==> src/rtl/array_unpack.sv <==
// -----------------------------------------------------------------------------
// array_unpack
//
// Streaming lane unpacker. Takes one packed word of NUM_LANES lanes of
// LANE_WIDTH bits on the input handshake and emits it one lane per cycle on
// the output handshake. LSB_FIRST selects the emission order: 1 = lane 0
// first, 0 = lane NUM_LANES-1 first.
//
// Handshake rule (both sides): a transfer happens on a rising CLK edge where
// valid && ready. Once valid is high, valid and its payload hold steady until
// that transfer. Ready may depend on the other side's ready, never on this
// side's valid.
//
// Ports
//   CLK          sole clock, rising edge
//   ASYNCRESETN  asynchronous active-low reset
//   I_valid      packed word present
//   I_ready      word accepted this cycle (combinational from O_ready)
//   I_data       packed word, lane k = I_data[k*LANE_WIDTH +: LANE_WIDTH]
//   O_valid      lane present
//   O_ready      consumer takes the lane this cycle
//   O_data       current lane
//   O_index      physical lane number of O_data
//   O_last       final lane of the word
//   dbg_state    FSM state (0 = IDLE, 1 = EMIT)
// -----------------------------------------------------------------------------
module array_unpack #(
   parameter int LANE_WIDTH = 4,
   parameter int NUM_LANES  = 4,
   parameter bit LSB_FIRST  = 1'b1,
   localparam int IDXW      = $clog2(NUM_LANES)
) (
   input  logic                            CLK,
   input  logic                            ASYNCRESETN,
   input  logic                            I_valid,
   output logic                            I_ready,
   input  logic [LANE_WIDTH*NUM_LANES-1:0] I_data,
   output logic                            O_valid,
   input  logic                            O_ready,
   output logic [LANE_WIDTH-1:0]           O_data,
   output logic [IDXW-1:0]                 O_index,
   output logic                            O_last,
   output logic                            dbg_state
);

   typedef enum logic {
      IDLE = 1'b0,
      EMIT = 1'b1
   } state_t;

   localparam logic [IDXW-1:0] LAST_POS = IDXW'(NUM_LANES - 1);

   state_t                          state;
   logic [IDXW-1:0]                 cnt;
   logic [LANE_WIDTH*NUM_LANES-1:0] hold;

   logic busy;
   logic in_xfer;
   logic out_xfer;

   assign busy     = (state == EMIT);
   assign O_valid  = busy;
   assign O_last   = busy && (cnt == LAST_POS);
   assign O_index  = LSB_FIRST ? cnt : (LAST_POS - cnt);

   // A new word may enter only when nothing is held, or when the final lane
   // leaves on this very edge; reset forces it low.
   assign I_ready  = ASYNCRESETN && (!busy || (O_ready && O_last));

   assign in_xfer  = I_valid && I_ready;
   assign out_xfer = O_valid && O_ready;

   assign dbg_state = state;

   // Lane mux: outputs come straight from hold/cnt, never from I_*.
   always_comb begin
      O_data = '0;
      for (int k = 0; k < NUM_LANES; k++) begin
         if (IDXW'(k) == O_index) begin
            O_data = hold[k*LANE_WIDTH +: LANE_WIDTH];
         end
      end
   end

   always_ff @(posedge CLK or negedge ASYNCRESETN) begin
      if (!ASYNCRESETN) begin
         state <= IDLE;
         cnt   <= '0;
         hold  <= '0;
      end else if (in_xfer) begin
         // Loading wins over retiring the last lane: back-to-back words.
         hold  <= I_data;
         cnt   <= '0;
         state <= EMIT;
      end else if (out_xfer) begin
         if (O_last) begin
            state <= IDLE;
            cnt   <= '0;
         end else begin
            cnt   <= cnt + IDXW'(1);
         end
      end
   end

endmodule

==> config.mk <==
export PLATFORM = sky130hd
export DESIGN_NAME = array_unpack
export DESIGN_NICKNAME = d
export VERILOG_FILES = /design/src/rtl/array_unpack.sv
export SDC_FILE = /design/constraint.sdc
export NUM_CORES = 1
export LEC_CHECK = 0
export CORE_ASPECT_RATIO = 1.25
export CORE_MARGIN = 1
export CORE_UTILIZATION = 41
export DETAILED_ROUTE_END_ITERATION = 10
export HOLD_SLACK_MARGIN = 0.03
export PLACE_DENSITY = 0.85
export SLEW_MARGIN = 20
export SYNTH_ARGS = -nofsm -noshare
export SYNTH_HDL_FRONTEND = slang
export SYNTH_SLANG_ARGS = --single-unit
==> constraint.sdc <==
create_clock -name CLK -period 1.6 [get_ports CLK]
set_input_delay 0.32 -clock CLK [delete_from_list [all_inputs] [get_ports CLK]]
set_output_delay 0.32 -clock CLK [all_outputs]
set_load 0.1 [all_outputs]
=== Yosys cells after proc, flatten, opt, wreduce, memory -nomap -nowiden ===
Cells that the tools add are included.

* Register bits after elaboration: 19
* Word-level logic and storage cells: 29

* $add $sub $neg: 1
* Equality and inequality tests: 4
* Multiplexer cells: 10
* Reduce and logical (&&, ||, !) cells: 11

{| class="wikitable"
|+ Operator list
! operator !! number
|-
| $mux 4 || 4
|-
| $mux 2 || 3
|-
| $logic_and 1x1->1 || 5
|-
| $eq 2x2->1 const A || 2
|-
| $reduce_bool 2->1 || 2
|-
| $mux 1 || 3
|-
| $add 2x1->2 const B || 1
|-
| $eq 1x2->1 const A || 1
|-
| $eq 2x2->1 const B || 1
|-
| $logic_not 2->1 || 1
|-
| $reduce_and 2->1 || 1
|-
| $logic_not 1->1 || 1
|-
| $logic_or 1x1->1 || 1
|}

=== Depth between registers and ports, before layout ===
* Depth after elaboration: 8
* Gate-level depth with buffers: 5
* Depth with buffers taken out: 5

=== Worst setup path after synthesis ===
Ideal clock, no wire load.

* Path kind: register to output
* Start: register cnt[1], in the netlist O_index[1]
* End: output O_data[1]
* Arrival time: 3.218 ns
* Setup slack: -1.938 ns
* Stages on the path, launching flop included: 5
* Cells stage by stage: dfrtp_1 inv_1 ha_1 nand3b_1 a31oi_1

* Longest elaborated chain between the ends: 5
* Elaborated cells on any way between the ends: 8
* Those cells by class: eq/ne (3); mux (4); reduce/logical (1)

{| class="wikitable"
|+ Ends and longest elaborated chain
! element !! line !! text
|-
| from (decl) || 54 || <nowiki>logic [IDXW-1:0] cnt;</nowiki>
|-
| from (signal assigned) || 100 || <nowiki>cnt <= cnt + IDXW'(1);</nowiki>
|-
| $logic_not 2->1 || 79 || <nowiki>if (IDXW'(k) == O_index) begin</nowiki>
|-
| $mux 4 (3 in series) || 79 ||
|-
| $mux 4 (*) || 79 ||
|-
| to (decl) || 40 || <nowiki>output logic [LANE_WIDTH-1:0] O_data,</nowiki>
|}

Mark *: on every way between the ends. The rest lies on a longest branch, timed or not.

=== Worst setup path in the final report ===
* Start: register cnt[0], in the netlist O_index[0]
* End: output O_data[0]

Same word-level chain as after synthesis.

==> results.toml <==
[status]
status = "finished, violations left"
violations = "setup timing"

[worst_setup_path]
cp_data_required_time_ns = 1.28
worst-r2r-cell-count = 8
path_class = "reg -> out"
timing.rr.end = "hold[15]"
worstPathCellList = "inv_2 > ha_4 > nand3b_1 > a31oi_4 > buf_12"
start_kind = "flip-flop"
critPathBufInv = 2
r2r-start = "O_index[0]"
slowest_delay_ns = 0.54
cp_max_fo = 4
cp_top_family = "flip-flops"
cp_slowest_cell = "dfrtp_4"
arrival_ns = 1.77
r2r_slack_ns = -0.17
cp-end-kind = "output pin"

[logic_synthesis]
synth.distinct_cells = 20
synth_nets = 101
synth_flop_cell = "dfrtp_1"
synth_area_leaders = "dfrtp_1 49%, mux2_4 12%, mux2_2 9.3%"
ys_seq_area_share_pct = 49.2
yosysTopAreaCell = "dfrtp_1"
yosys_warnings = 0
synthMostInstantiatedCell = "dfrtp_1"
synth_top_area_share_pct = 49.2
syn_area_um2 = 967
synth-edff-count = 0
synth_seq_cells = 19
ys_top_cells_by_count = "19 x dfrtp_1, 9 x nand2_1, 8 x mux2_2, 8 x mux2_4"
syn_area_per_cell_um2 = 12.6
syn_inst = 77
async_reset_ff_share_pct = 100

[hold_path]
hold_path.class = "in -> async"

[timing]
finalWorstSetupSlack_ns = -0.488
fmax_ghz = 0.479
min_period_ns = 2.09
slew_violations = 0
worst_clock_skew_ns = 0.00136
rsz0062_at_grt = "yes"
worstMarginPinSlew_ns = 0.264
relSlewSlack_pct = 82.4
finalHoldViolCount = 0
holdWs_ns = 0.504
final.period_utilization_pct = 130
setup-violations-final = 23

[clock_network]
cts_tree = "built"
postCtsHoldBufs = 0
clock_sinks = 19
cts.reportedPaths.clkPinSlew_ns = 0.11
h-tree-depth = 1
clk_latency_ns = 0.30
max-clock-path-buffers = 2
clockRootBuffer = "clkbuf_4"
cts_made_buffers = 3

[detailed_routing]
dr.pass1.iters = 2
drc_errors = 0
viasPerCell = 5.06
vias = 774
ant_nets = 0
wire_per_inst_um = 17.6
dr.first_iter.drc_count = 7
drt-total-wl_um = 2690

[cells_and_area]
antennaDiodeCount = 0
final_layout_size_suffix_gt1_share_pct = 56.6
fin_nets = 147
final_util_pct = 80.4
area_delta_synth_final_pct = 83.8

[global_routing]
grt_pass1_vias = 874
antenna_found_initial = 0
grt_max_degree = 20
grt_pass1_wl_um = 4150
grt_overflow_total = 0
grtUsageTotal_pct = 23.4

[place]
dpl.hpwl_um = 1680
gp_congestion = 0.776
port_buffers = 29

[floorplan]
core-area_um2 = 2210
ioPinCount = 30
die-area_um2 = 2560
die_y_um = 56.3
start_util_pct = 43.7
die_w_um = 45.4
rows = 19

[run]
cap_violations = 0
==> stage by stage <==
stage               setup slack, ns  cell area [µm²]  setup TNS (ns)  instances
floorplan                    -0.452             1120           -5.35         77
global placement             -0.119             1590           -2.25        142
detailed placement           -0.163             1590           -2.62        142
CTS                          -0.384             1730           -4.52        151
global route                 -0.513             1780           -6.24        153
finish                       -0.488             1780           -4.82        153
==> cell type report <==
| cell class | instances | area [µm²] |
|---|---|---|
| multi-input combinational | 53 | 643 |
| timing repair buffer | 43 | 573 |
| sequential | 19 | 484 |
| fill | 122 | 433 |
| tap | 31 | 38.8 |
| clock buffer | 3 | 22.5 |
| inverter | 3 | 11.3 |
| clock inverter | 1 | 5.00 |
==> flip-flops by register name, summed over array words and instances, names as in the netlist <==
register  cells
O_index       2
hold         16
O_valid       1
==> how the worst max path moves through the flow <==
stage | startpoint | endpoint | slack (ns) | cells after the start
finish | O_index[0] | O_data[0] | -0.49 | 5
global route | O_index[0] | O_data[0] | -0.51 | 5
CTS | O_index[0] | O_data[2] | -0.38 | 5
detailed placement | O_index[0] | O_data[3] | -0.16 | 5
global placement | ASYNCRESETN | hold[10] | -0.12 | 5
floorplan | O_index[1] | O_data[0] | -0.45 | 4
==> per-layer routing <==
layer | vias up | global-route usage (%) | part of all wire, %
met4 | 0 | 18.2 | 3.8
met2 | 27 | 36.5 | 55
li1 | 364 | - | -
met1 | 372 | 26.2 | 37
met5 | - | 0 | 0
met3 | 11 | 5.14 | 4.3
==> cells by family after synthesis <==
family	Yosys count	share of synthesized area [%]
compound gates	10	7.63
fa+ha+maj	4	5.17
buf+inv	5	4.01
flops	19	49.2
mux	17	22.8
simple gates	22	11.3
==> placed cells by master, fill, tap and decap left out, drive strengths merged <==
master / instances
mux2i: 1
a21oi: 2
clkbuf: 4
nand2b: 1
clkdlybuf4s50: 19
and2: 2
o2bb2ai: 1
clkinv: 1
nand3: 1
o22ai: 3
dfrtp: 19
nand2: 10
mux2: 16
inv: 3
nand3b: 4
a31oi: 4
nor2: 4
buf: 23
ha: 4
==> what timing repair did <==
action                                  in CTS  in global routing
cloned                                       1                  1
pin swaps                                    3                  2
gates resized for setup                     12                  2
buffers inserted                             4                  1
endpoints found under the setup margin      20                 24
==> worst reg2reg max path: stages, from the launching register on <==
cell and delay (ns):
dfrtp_4 0.48, ha_4 0.19, buf_6 0.12, nand2_4 0.05, buf_6 0.12, a21oi_4 0.13, buf_12 0.14, clkbuf_16 0.14
mux2_4 0.30
Power is not shown: default switching activity piles up to over one toggle a cycle in this logic, so the estimate is an artifact.
==> edit 1, RTL diff (same flow settings) <==
The parameter `LSB_FIRST` goes from 1'b1 to 1'b0.
--- a/src/rtl/array_unpack.sv
+++ b/src/rtl/array_unpack.sv
@@ -27,7 +27,7 @@
 module array_unpack #(
    parameter int LANE_WIDTH = 4,
    parameter int NUM_LANES  = 4,
-   parameter bit LSB_FIRST  = 1'b1,
+   parameter bit LSB_FIRST  = 1'b0,
    localparam int IDXW      = $clog2(NUM_LANES)
 ) (
    input  logic                            CLK,
Behaviour: not the same (a bounded check fails within 4 cycles, from zero or initial values and one cycle with ASYNCRESETN low).
==> edit 1 against the unedited design <==
The run still ends with setup timing left; worst hold slack gained 0.020 ns; via count shrank 0.26%; final area grew 0.63%; area after synthesis shrank 0.78%; non-clock buffer count grew 7; highest routed layer unchanged; global-route usage grew 1.9 points; first-iteration DRC count grew to 3.0 times the old value; maximum frequency shrank 1.8%; setup slack lost 0.038 ns; sequential cell count is the same; wire length grew 2.4%.
Power is not shown: default switching activity piles up to over one toggle a cycle in this logic, so the estimate is an artifact.
==> edit 1: results (changes against the unedited design) <==
| Metric | Value |
|---|---|
| Run status | complete, but fails checks |
| Violations in the final reports | setup timing |
| Share of flip-flops with an asynchronous set or reset after synthesis | 100.0% (unchanged) |
| Fraction of the yosys area taken by sequential cells | 49.54% (+0.38 points) |
| Dominant synthesized flop cell | sky130_fd_sc_hd__dfrtp_1 |
| Via count of the first global-routing pass | 860 (-1.6%) |
| Origin of the worst setup path | cnt[0]$_DFFE_PN0P_ |
| Minimum hold slack | 0.5241 ns (+0.02023 ns) |
| Final RePlAce weighted congestion | 0.7283 (-6.1%) |
| Number of antenna violations at the first check in global routing | 0 (unchanged) |
| End of the critical path | O_data[2] |
| Pre-antenna DRT Iters | 4 (+2) |
| Wire length of the first global-routing pass | 4388 µm (+5.8%) |
| Pin count of the biggest net entering global routing | 20 (unchanged) |
| Ant diodes | 0 (unchanged) |
| Slew headroom | 83.20% (+0.82 points) |
| Cell count of the worst hold path | 1 |
| Register ranked first by flip-flop count | hold |
| Worst EP arrival | 1.81 ns (+0.04 ns) |
| Setup Viol. Count Final | 23 (unchanged) |
| HPWL reported at the end of detailed placement | 1857 µm (+11%) |
| I/O Buffers | 29 (unchanged) |
| Maximum count of clock buffers along a single path | 2 (unchanged) |
| Main area contributors after synthesis | sky130_fd_sc_hd__dfrtp_1 50%, sky130_fd_sc_hd__mux2_4 13%, sky130_fd_sc_hd__mux2_2 9.4% |
| Routed wire per std cell | 17.46 µm (-0.83%) |
| Yosys Warn Count | 0 (unchanged) |
| Iter 0 DRT Violations | 21 (+14) |
| Vias per cell | 4.886 (-3.4%) |
| Final Skew | 0.002213 ns (+0.0008515 ns) |
| Min-delay worst type | register to register |
| Post-CTS Setup Bufs | 4 (unchanged) |
| Register clock-pin slew on the reported worst setup and hold paths | 0.11 ns (about the same) |
| Crit path setup slack, layout | -0.5262 ns (-0.03841 ns) |
| Vias post-DR | 772 (-0.26%) |
| Commonest cells post-synth | 19 x sky130_fd_sc_hd__dfrtp_1, 8 x sky130_fd_sc_hd__mux2_2, 8 x sky130_fd_sc_hd__mux2_4, 6 x sky130_fd_sc_hd__nand2_1 |
| Count of cells along the worst register-to-register path | 7 (-1) |
| Worst-Skew Late Latency | 0.29 ns |
| # placed instances | 147 (+3.5%) |
| Proportion of layout cells with a drive suffix above 1 | 62.20% (+5.6 points) |
| Cts bufs inserted | 3 (unchanged) |
| Number of flip-flops under the largest register name | 16 (unchanged) |
| Worst R2R Setup Slack | -0.08 ns (+0.09 ns) |
| Hold endpoint | hold[8]$_DFFE_PN0P_ |
| Library cells used by synthesis | 23 (+15%) |
| Number of instances in the synthesized netlist | 75 (-2.6%) |
| Endpoint of the worst-slack reg-to-reg timing path | hold[4]$_DFFE_PN0P_ |
| Post-CTS sizing | 10 (-2) |
| Overall fraction of global-route tracks in use | 25.28% (+1.9 points) |
| H-Tree Depth | 1 (unchanged) |
| Critical Path Fanout Max | 4 (unchanged) |
| Nets in the synthesized netlist | 99 (-2.0%) |
-- edit 1: logic make-up after synthesis --
group | count (synthesis) | synth area share, %
adder cells (fa/ha/maj) | 4 | 5.215
AO/OA/AOI/OAI | 13 | 9.257
AND/OR/NAND/NOR | 17 | 8.997
flip-flops | 19 | 49.54
multiplexers | 17 | 22.95
buffers and inverters | 5 | 4.042
-- edit 1: layout make-up --
class / count / area (µm²)
Clock buffer: 3 / 22.52
Multi-Input combinational cell: 51 / 606.8
Fill cell: 121 / 421.7
Inverter: 3 / 18.77
Clock inverter: 1 / 5.005
Timing Repair Buffer: 50 / 618.1
Sequential cell: 19 / 479.2
Tap cell: 31 / 38.79
-- edit 1: critical path, cell delays in order (launching register included) --
cell and delay (ns):
sky130_fd_sc_hd__dfrtp_2 0.42, sky130_fd_sc_hd__clkinvlp_4 0.15, sky130_fd_sc_hd__buf_6 0.15, sky130_fd_sc_hd__ha_4 0.18, sky130_fd_sc_hd__nor2b_4 0.16, sky130_fd_sc_hd__a22oi_2 0.09
sky130_fd_sc_hd__a21oi_4 0.17, sky130_fd_sc_hd__buf_12 0.19
-- edit 1: per-layer routing --
layer / part of all wire [%] / track usage, %
met1: 39 / 30.32
met2: 55 / 42.24
met3: 3.0 / 5.195
met4: 3.0 / 10.82
met5: 0 / 0
-- edit 1: per-stage QoR --
stage	util (%)	TNS, ns	instance area [µm²]	worst slack, ns
2_1_floorplan	-	-3.308	1071	-0.8245
3_3_place_gp	72.50	-2.880	1603	-0.1720
3_5_place_dp	72.50	-3.455	1603	-0.2317
4_1_cts	78.66	-4.447	1739	-0.5313
5_1_grt	80.93	-5.387	1789	-0.6022
6_report	80.93	-3.852	1789	-0.5262
==> edit 2, RTL diff (config.mk and constraints unchanged) <==
Made on the original files. Put one more register stage on the output `dbg_state`. The value now appears one clock later. The other outputs are not delayed to match.
--- a/src/rtl/array_unpack.sv
+++ b/src/rtl/array_unpack.sv
@@ -70,7 +70,9 @@
    assign in_xfer  = I_valid && I_ready;
    assign out_xfer = O_valid && O_ready;
 
-   assign dbg_state = state;
+   always_ff @(posedge CLK) begin
+      dbg_state <= state;
+   end
 
    // Lane mux: outputs come straight from hold/cnt, never from I_*.
    always_comb begin
Function: changed (Yosys sat finds a counterexample within 4 cycles, from zero or initial values and one cycle with ASYNCRESETN low).
==> edit 2 against the unedited design <==
The flow still finishes with violations (setup timing); via count is 0.90% lower; critical path depth is 1 lower; sequential share of layout area is 2.0 points higher; critical endpoint is now O_data[1]; area after synthesis is 1.3% higher; synthesized cell count stayed put; setup slack better by 0.077 ns; wire length is 8.0% lower; sequential cell count is 1 higher; final area is 2.9% lower.
Power is left out: the tool's default activity adds up to more than one toggle a clock period on the data nets, which glitch-free logic cannot reach.
==> edit 2: results (changes against the unedited design) <==
| Metric | Value |
|---|---|
| Library cells used by synthesis | 20 (unchanged) |
| Share of flip-flops with an asynchronous set or reset after synthesis | 95.00% (-5.0 points) |
| Dominant synthesized flop cell | sky130_fd_sc_hd__dfrtp_1 |
| Clock root buffer master | sky130_fd_sc_hd__clkbuf_4 |
| Final Skew | 0.004039 ns (+0.002678 ns) |
| Commonest cells post-synth | 19 x sky130_fd_sc_hd__dfrtp_1, 9 x sky130_fd_sc_hd__nand2_1, 8 x sky130_fd_sc_hd__mux2_2, 8 x sky130_fd_sc_hd__mux2_4 |
| I/O Buffers | 29 (unchanged) |
| Fraction of the mapped netlist area in adder cells | 5.109% (-0.066 points) |
| HPWL reported at the end of detailed placement | 1761 µm (+4.8%) |
| Via count of the first global-routing pass | 846 (-3.2%) |
| Run status | complete, but fails checks |
| Yosys Warn Count | 0 (unchanged) |
| Hold violation count in the final report | 0 (unchanged) |
| NumNets Final | 145 (-1.4%) |
| Final WL | 2478 µm (-8.0%) |
| Maximum count of clock buffers along a single path | 2 (unchanged) |
| Register ranked first by flip-flop count | hold |
| Critical Path Fanout Max | 8 (+4) |
| Slew at the pin closest to its max-slew limit | 0.2586 ns (-0.005166 ns) |
| Proportion of layout cells with a drive suffix above 1 | 53.33% (-3.2 points) |
| Compound-Gate Fraction of Synth Area | 7.535% (-0.097 points) |
| Crit path setup slack, layout | -0.4113 ns (+0.07655 ns) |
| Overall fraction of global-route tracks in use | 22.81% (-0.54 points) |
| Multiplexer share of the synthesized area | 22.48% (-0.29 points) |
| Setup Viol. Count Final | 22 (-4.3%) |
| Pre-antenna DRT Iters | 4 (+2) |
| Fraction of the yosys area taken by sequential cells | 50.57% (+1.4 points) |
| Min-delay worst type | input port to asynchronous set/reset pin |
| Worst-Skew Late Latency | 0.31 ns |
| Vias per cell | 5.079 (+0.41%) |
| Iter 0 DRT Violations | 4 (-3) |
| Wire length of the first global-routing pass | 4098 µm (-1.2%) |
| Ant diodes | 0 (unchanged) |
| Pin count of the biggest net entering global routing | 12 (-40%) |
| H-Tree Depth | 1 (unchanged) |
| Violations in the final reports | setup timing |
| Nets in the synthesized netlist | 101 (unchanged) |
| Sum Neg Setup Slack | -2.984 ns (+1.841 ns) |
| Main area contributors after synthesis | sky130_fd_sc_hd__dfrtp_1 49%, sky130_fd_sc_hd__mux2_4 12%, sky130_fd_sc_hd__mux2_2 9.2% |
| Worst EP arrival | 1.69 ns (-0.08 ns) |
| Final RePlAce weighted congestion | 0.7978 (+2.9%) |
| Parity-gate share of the synthesized area counting xor and xnor cells | 0% (unchanged) |
| Number of flip-flops under the largest register name | 16 (unchanged) |
| Register clock-pin slew on the reported worst setup and hold paths | 0.12 ns |
[edit 2: cell types whose count changed after synthesis, sizes merged]
cell / before / now
dfxtp: 0 / 1
buf: 2 / 1
[edit 2: final cells by class]
cell class                      count  area, µm²
Multi-Input combinational cell     53      636.9
Fill cell                         153      508.0
Sequential cell                    20      504.2
Timing Repair Buffer               40      496.7
Tap cell                           31      38.79
Clock buffer                        4      36.28
Inverter                            3      13.76
[edit 2: worst paths after layout]
| path | from | end | slack [ns] | depth (start not counted) |
|---|---|---|---|---|
| min reg2reg | hold[7]$_DFFE_PN0P_ | hold[7]$_DFFE_PN0P_ | 0.53 | 1 |
| max reg2reg | O_index[0]$_DFFE_PN0P_ | hold[6]$_DFFE_PN0P_ | -0.07 | 6 |
| max in group asynchronous | ASYNCRESETN | O_valid$_DFFE_PN0P_ | 0.98 | 3 |
| min | ASYNCRESETN | O_index[0]$_DFFE_PN0P_ | 0.38 | 2 |
| max | O_index[0]$_DFFE_PN0P_ | O_data[1] | -0.41 | 4 |
| min in group CLK | hold[7]$_DFFE_PN0P_ | hold[7]$_DFFE_PN0P_ | 0.53 | 1 |
[edit 2: routing by layer]
layer / share of wire [%] / up-vias / global-route usage, %
li1: - / 359 / -
met1: 37 / 382 / 25.52
met2: 58 / 18 / 40.00
met3: 2.7 / 8 / 6.109
met4: 2.7 / 0 / 7.563
met5: 0 / - / 0
[edit 2: cells by family (layout without fill, tap and decap cells)]
group                      Yosys count  count (layout)
and+or+nand+nor                     22              22
buffers and inverters                4              47
DFF                                 20              20
adders and majority gates            4               4
muxes                               17              17
AOI/OAI and AO/OA                   10              10
[edit 2: stage by stage]
step	cell area [µm²]	cells	hold slack, ns	setup slack [ns]
4_1_cts	1735	150	0.3924	-0.4091
3_3_place_gp	1615	144	0.5004	-0.1210
5_1_grt	1727	151	0.3836	-0.4612
2_1_floorplan	1134	77	0.02441	-0.4520
3_5_place_dp	1615	144	0.5048	-0.1637
6_report	1727	151	0.3841	-0.4113
[edit 2: timing repair]
item	in CTS	in global routing
setup buffers	1	3
endpoints found under the setup margin	22	22
gates resized for setup	11	1
cloned	1	0
pin swaps	3	3
[edit 2: critical path, stage by stage, from the launching register on]
cell and delay (ns):
sky130_fd_sc_hd__dfrtp_4 0.55, sky130_fd_sc_hd__ha_4 0.21, sky130_fd_sc_hd__nand3b_1 0.21, sky130_fd_sc_hd__a31oi_4 0.22
sky130_fd_sc_hd__buf_12 0.20
